### config.mk
export PLATFORM = sky130hd
export DESIGN_NAME = uart_rx
export DESIGN_NICKNAME = d
export VERILOG_FILES = /design/src/rtl/uart_rx.sv
export SDC_FILE = /design/constraint.sdc
export NUM_CORES = 1
export LEC_CHECK = 0
export ABC_AREA = 1
export CAP_MARGIN = 0
export CORE_MARGIN = 2
export CORE_UTILIZATION = 56
export DETAILED_ROUTE_END_ITERATION = 8
export PLACE_DENSITY = 0.78
export SYNTH_ARGS = -nofsm -noshare
export SYNTH_HDL_FRONTEND = slang
export SYNTH_SLANG_ARGS = --single-unit
### constraint.sdc
create_clock -name clk -period 1.81 [get_ports clk]
set_input_delay 0.181 -clock clk [delete_from_list [all_inputs] [get_ports clk]]
set_output_delay 0.181 -clock clk [all_outputs]
set_load 0.01 [all_outputs]
### src/rtl/uart_rx.sv
`default_nettype none
// uart_rx: 8N1 UART receiver with 2-FF synchroniser, 3-sample majority voting and a
// valid/ready holding register. Define UART_RX_PARITY_EN for 8E1 frames with parity_err.
module uart_rx #(
    parameter int CLOCK_FREQUENCY = 27000000,
    parameter int BAUD_RATE       = 115200
) (
    input  logic       clk,
    input  logic       rst_n,
    input  logic       rx,
    output logic [7:0] rx_data,
    output logic       rx_valid,
    input  logic       rx_ready,
    output logic       frame_err,
    output logic       overrun,
    output logic       parity_err,
    output logic       busy
);

    localparam int BAUD_DIVISOR = CLOCK_FREQUENCY / BAUD_RATE;
    localparam int HALF_DIVISOR = BAUD_DIVISOR / 2;
    localparam int CNT_W        = $clog2(BAUD_DIVISOR);

    localparam logic [CNT_W-1:0] CNT_LAST = CNT_W'(BAUD_DIVISOR - 1);
    localparam logic [CNT_W-1:0] SMP_A    = CNT_W'(HALF_DIVISOR - 1);
    localparam logic [CNT_W-1:0] SMP_B    = CNT_W'(HALF_DIVISOR);
    localparam logic [CNT_W-1:0] SMP_C    = CNT_W'(HALF_DIVISOR + 1);
    // The start edge reaches the FSM two clocks late through the synchroniser;
    // starting the counter at 2 keeps the sample window centred on the line's mid-bit.
    localparam logic [CNT_W-1:0] CNT_SYNC = CNT_W'(2);

    typedef enum logic [2:0] {
        S_IDLE      = 3'd0,
        S_START     = 3'd1,
        S_DATA      = 3'd2,
        S_PARITY    = 3'd3,
        S_STOP      = 3'd4,
        S_WAIT_IDLE = 3'd5
    } state_e;

    state_e           state_q, state_d;
    logic             rx_meta_q, rx_s_q;
    logic [CNT_W-1:0] cnt_q, cnt_d, cnt_inc;
    logic [1:0]       smp_q, smp_d;
    logic [2:0]       bit_q, bit_d;
    logic [7:0]       shift_q, shift_d;
    logic [7:0]       data_q, data_d;
    logic             valid_q, valid_d;
    logic             ferr_q, ferr_d;
    logic             ovr_q, ovr_d;
    logic             maj, decide;
`ifdef UART_RX_PARITY_EN
    logic             par_bad_q, par_bad_d;
    logic             perr_q, perr_d;
`endif

    assign maj     = (smp_q[0] & smp_q[1]) | (smp_q[0] & rx_s_q) | (smp_q[1] & rx_s_q);
    assign decide  = (cnt_q == SMP_C);
    assign cnt_inc = (cnt_q == CNT_LAST) ? '0 : cnt_q + CNT_W'(1);

    always_comb begin
        state_d = state_q;
        cnt_d   = cnt_q;
        smp_d   = smp_q;
        bit_d   = bit_q;
        shift_d = shift_q;
        data_d  = data_q;
        valid_d = valid_q;
        ferr_d  = 1'b0;
        ovr_d   = 1'b0;
`ifdef UART_RX_PARITY_EN
        par_bad_d = par_bad_q;
        perr_d    = 1'b0;
`endif
        if (valid_q && rx_ready) begin
            valid_d = 1'b0;
        end
        if (cnt_q == SMP_A) begin
            smp_d[0] = rx_s_q;
        end
        if (cnt_q == SMP_B) begin
            smp_d[1] = rx_s_q;
        end

        case (state_q)
            S_IDLE: begin
                cnt_d = '0;
                bit_d = '0;
                if (!rx_s_q) begin
                    state_d = S_START;
                    cnt_d   = CNT_SYNC;
                end
            end
            S_START: begin
                cnt_d = cnt_inc;
                if (decide) begin
                    if (maj) begin
                        state_d = S_IDLE;
                        cnt_d   = '0;
                    end else begin
                        state_d = S_DATA;
                    end
                end
            end
            S_DATA: begin
                cnt_d = cnt_inc;
                if (decide) begin
                    shift_d = {maj, shift_q[7:1]};
                    bit_d   = bit_q + 3'd1;
                    if (bit_q == 3'd7) begin
`ifdef UART_RX_PARITY_EN
                        state_d = S_PARITY;
`else
                        state_d = S_STOP;
`endif
                    end
                end
            end
`ifdef UART_RX_PARITY_EN
            S_PARITY: begin
                cnt_d = cnt_inc;
                if (decide) begin
                    par_bad_d = maj ^ (^shift_q);
                    state_d   = S_STOP;
                end
            end
`endif
            S_STOP: begin
                cnt_d = cnt_inc;
                if (decide) begin
                    cnt_d = '0;
                    if (maj) begin
                        state_d = S_IDLE;
                        if (!valid_q || rx_ready) begin
                            data_d  = shift_q;
                            valid_d = 1'b1;
                        end else begin
                            ovr_d = 1'b1;
                        end
`ifdef UART_RX_PARITY_EN
                        perr_d = par_bad_q;
`endif
                    end else begin
                        state_d = S_WAIT_IDLE;
                        ferr_d  = 1'b1;
                    end
                end
            end
            S_WAIT_IDLE: begin
                // A break must give way to a full bit period of idle before re-arming.
                if (!rx_s_q) begin
                    cnt_d = '0;
                end else if (cnt_q == CNT_LAST) begin
                    cnt_d   = '0;
                    state_d = S_IDLE;
                end else begin
                    cnt_d = cnt_q + CNT_W'(1);
                end
            end
            default: begin
                state_d = S_IDLE;
                cnt_d   = '0;
            end
        endcase
    end

    always_ff @(posedge clk or negedge rst_n) begin
        if (!rst_n) begin
            rx_meta_q <= 1'b1;
            rx_s_q    <= 1'b1;
            state_q   <= S_IDLE;
            cnt_q     <= '0;
            smp_q     <= 2'b11;
            bit_q     <= '0;
            shift_q   <= '0;
            data_q    <= '0;
            valid_q   <= 1'b0;
            ferr_q    <= 1'b0;
            ovr_q     <= 1'b0;
`ifdef UART_RX_PARITY_EN
            par_bad_q <= 1'b0;
            perr_q    <= 1'b0;
`endif
        end else begin
            rx_meta_q <= rx;
            rx_s_q    <= rx_meta_q;
            state_q   <= state_d;
            cnt_q     <= cnt_d;
            smp_q     <= smp_d;
            bit_q     <= bit_d;
            shift_q   <= shift_d;
            data_q    <= data_d;
            valid_q   <= valid_d;
            ferr_q    <= ferr_d;
            ovr_q     <= ovr_d;
`ifdef UART_RX_PARITY_EN
            par_bad_q <= par_bad_d;
            perr_q    <= perr_d;
`endif
        end
    end

    assign rx_data   = data_q;
    assign rx_valid  = valid_q;
    assign frame_err = ferr_q;
    assign overrun   = ovr_q;
    assign busy      = (state_q != S_IDLE);
`ifdef UART_RX_PARITY_EN
    assign parity_err = perr_q;
`else
    assign parity_err = 1'b0;
`endif

endmodule
`default_nettype wire

==> results_dict.tcl <==
set metrics [dict create \
    status "finished, final reports clean" \
    slowest_stage "dfrtp_1" \
    antenna_found_initial 0 \
    critical-path-max-stage-delay_ps 440 \
    min_period_over_period_pct 89.3 \
    cts.sinks 37 \
    switching_share_pct 22.5 \
    syn_inst 200 \
    cts_tree "done" \
    dr.first_iter.drc_count 48 \
    cp.required_ps 2040 \
    syn_to_final_growth_pct 16.4 \
    final_common_cell "nand2_1" \
    path_class "register to register" \
    drv_slew 0 \
    drc_errors 0 \
    p_sw_w 0.000286 \
    synth_nets 210 \
    num_vias 1332 \
    clock_latency_ps 340 \
    nets 236 \
    place_congestion 0.800 \
    placedInstanceArea_mm2 0.00197 \
    powerDensity_mw_per_mm2 614 \
    layout_common_cells "nand2_1 (51), dfrtp_1 (32), inv_1 (26)" \
    maxCapViolCount 0 \
    pwr-share-clk_pct 32.6 \
    cts_made_buffers 5 \
    grt_overflow_total 0 \
    start_util_pct 58.8 \
    critPathTopFamily "simple AND/OR/NAND/NOR gates" \
    dieArea_mm2 0.00365 \
    grt_use_total_pct 20.7 \
    antenna_cells 0 \
    final_cells 271 \
    endpoint_kind "register" \
    synth_area_per_cell_um2 8.90 \
    dp.cells 257 \
    fmax_mhz 619 \
    wire_per_inst_um 11.7 \
    drtPass1Iterations 4 \
    yosysSeqAreaShare_pct 52.3 \
    rr_worst_depth 9 \
    holdWs_ps 236 \
    dpl.hpwl_um 2280 \
    finalHoldViolCount 0 \
    synth_area_mm2 0.00178 \
    finClkSkew_ps 10.5 \
    cts_buffer_depth 2 \
    grt_pass1_vias 1307 \
    seqPwrFrac_pct 65.4 \
    chipWidth_um 60.4 \
    rsz0062_at_grt "false" \
    arrival_ps 1840 \
    grt_pass1_wl_um 5560 \
    ys_ff_latch 37 \
    io_buffers 15 \
    cpMostUsedCell "inv_1" \
    postCtsHoldBufs 0 \
    ios 17 \
    drive_above_1_share_pct 16.3 \
    path_buf_inv 3 \
    synth_cell_types 28 \
    cp_cell_sequence "inv_1, ha_1, inv_1, nor2_2, nand2_4, clkinv_4, nand4_4, nand2_1, o21ai_2" \
    fin_crit_ps 1620 \
    core_mm2 0.00303 \
    synth_warnings 0 \
    start_kind "register" \
    rows 20 \
    leakage_nw 1.06 \
    hold_class "input pin to async pin" \
    timing.setup.tns_ps 0 \
    cp_num_cells 9 \
    combPwrFrac_pct 2.0 \
    ir_worst_vdd_v 0.000522 \
    grt_max_degree 38 \
    cts_max_level 2 \
    post_drt_via_cell_ratio 4.92 \
    internal-power_w 0.000986 \
    cts.clk_slew.worst_paths_ps 110 \
    die_y_um 60.4 \
    fin_area_mm2 0.00207 \
    final-setup-viol-count 0 \
    postRouteWirelength_um 3180 \
    worstPathMaxFanout 15 \
    ant_nets 0 \
    clockRootBuffer "clkbuf_4" \
]
-- kinds of logic (layout without fill, tap and decap cells) --
kind of cell,Yosys count,after routing,synth area share [%]
AOI/OAI and AO/OA,23,23,7.94
xor gates and xnor gates,6,6,2.95
adders and majority gates,6,6,4.22
buffers and inverters,31,58,7.66
DFF,37,37,52.3
muxes,1,1,0.562
other,1,1,0.211
and+or+nand+nor,95,95,24.2
-- worst register-to-register path, delay by kind of cell (launching register included) --
kind	cells	cell delay [ps]
AND/OR/NAND/NOR	4	650
flip-flops	1	440
AO/OA/AOI/OAI	1	60
adder cells (fa/ha/maj)	1	140
buffers and inverters	3	210
-- cell usage after synthesis (all sizes together) --
cell    number  area (um^2)
dfrtp       33          826
nor3         1         5.00
a21oi        4         23.8
buf          3         26.3
inv         27          101
nand4        3         33.8
dfstp        4          105
and2         1         6.26
o21ai       19          118
clkinv       1         8.76
nor2        21         96.3
nand2       55          219
mux2i        1         10.0
ha           6         75.1
xnor2        2         17.5
conb         1         3.75
xor2         4         35.0
nand3       14         70.1
-- path summary, 6_finish.rpt --
path	from	to	slack, ps
max	cnt_q[0]	rx_data[5]	190
min	rst_n	cnt_q[5]	240
max reg2reg	cnt_q[0]	rx_data[5]	190
min reg2reg	rx_meta_q	rx_s_q	370
max in group asynchronous	rst_n	smp_q[1]	1220
min in group clk	rx	rx_meta_q	240
-- sequential cells by signal (all words and copies together) (netlist names) --
signal     cells
state_q        3
overrun        1
rx_data        8
rx_s_q         1
shift_q        8
bit_q          3
frame_err      1
rx_meta_q      1
rx_valid       1
cnt_q          8
smp_q          2
-- repair_timing --
item | 4_1_cts | 5_1_grt
pin swaps | 0 | 1
setup buffers | 0 | 6
setup endpoints to repair | 1 | 3
hold endpoints to repair | 0 | 0
gates resized for setup | 2 | 2
-- cell type report --
cell class | count | area (um^2)
Multi-Input combinational cell | 132 | 718
Clock inverter | 2 | 10.0
Sequential cell | 37 | 932
Tap cell | 44 | 55.1
Timing Repair Buffer | 22 | 205
Inverter | 28 | 110
Fill cell | 242 | 956
Clock buffer | 6 | 41.3
-- through the flow --
stage / power (W) / utilization [%] / setup WS (ps)
2_1_floorplan: 0.000851 / - / 363
3_3_place_gp: 0.000874 / 65.0 / 234
3_5_place_dp: 0.000874 / 65.0 / 152
4_1_cts: 0.00129 / 66.8 / 47.8
5_1_grt: 0.00132 / 68.4 / 32.2
6_report: 0.00127 / 68.4 / 193
-- power groups by stage --
stage	clock [W]	combinational [W]	sequential, W
4_1_cts	0.000428	0.0000264	0.000833
2_1_floorplan	0	0.00000362	0.000848
5_1_grt	0.000457	0.0000295	0.000833
6_report	0.000414	0.0000252	0.000833
3_3_place_gp	0	0.0000259	0.000848
3_5_place_dp	0	0.0000263	0.000848
-- per-layer routing --
layer  vias to the layer above  routed length [um]  global-route usage, %
met3                         6                 146                   7.04
met1                       632                1340                   24.5
met4                         0                  58                   7.94
met2                        25                1630                   35.1
li1                        669                   -                      -
met5                         -                   0                      0
Note: power is estimated with default switching activity, not from simulation.
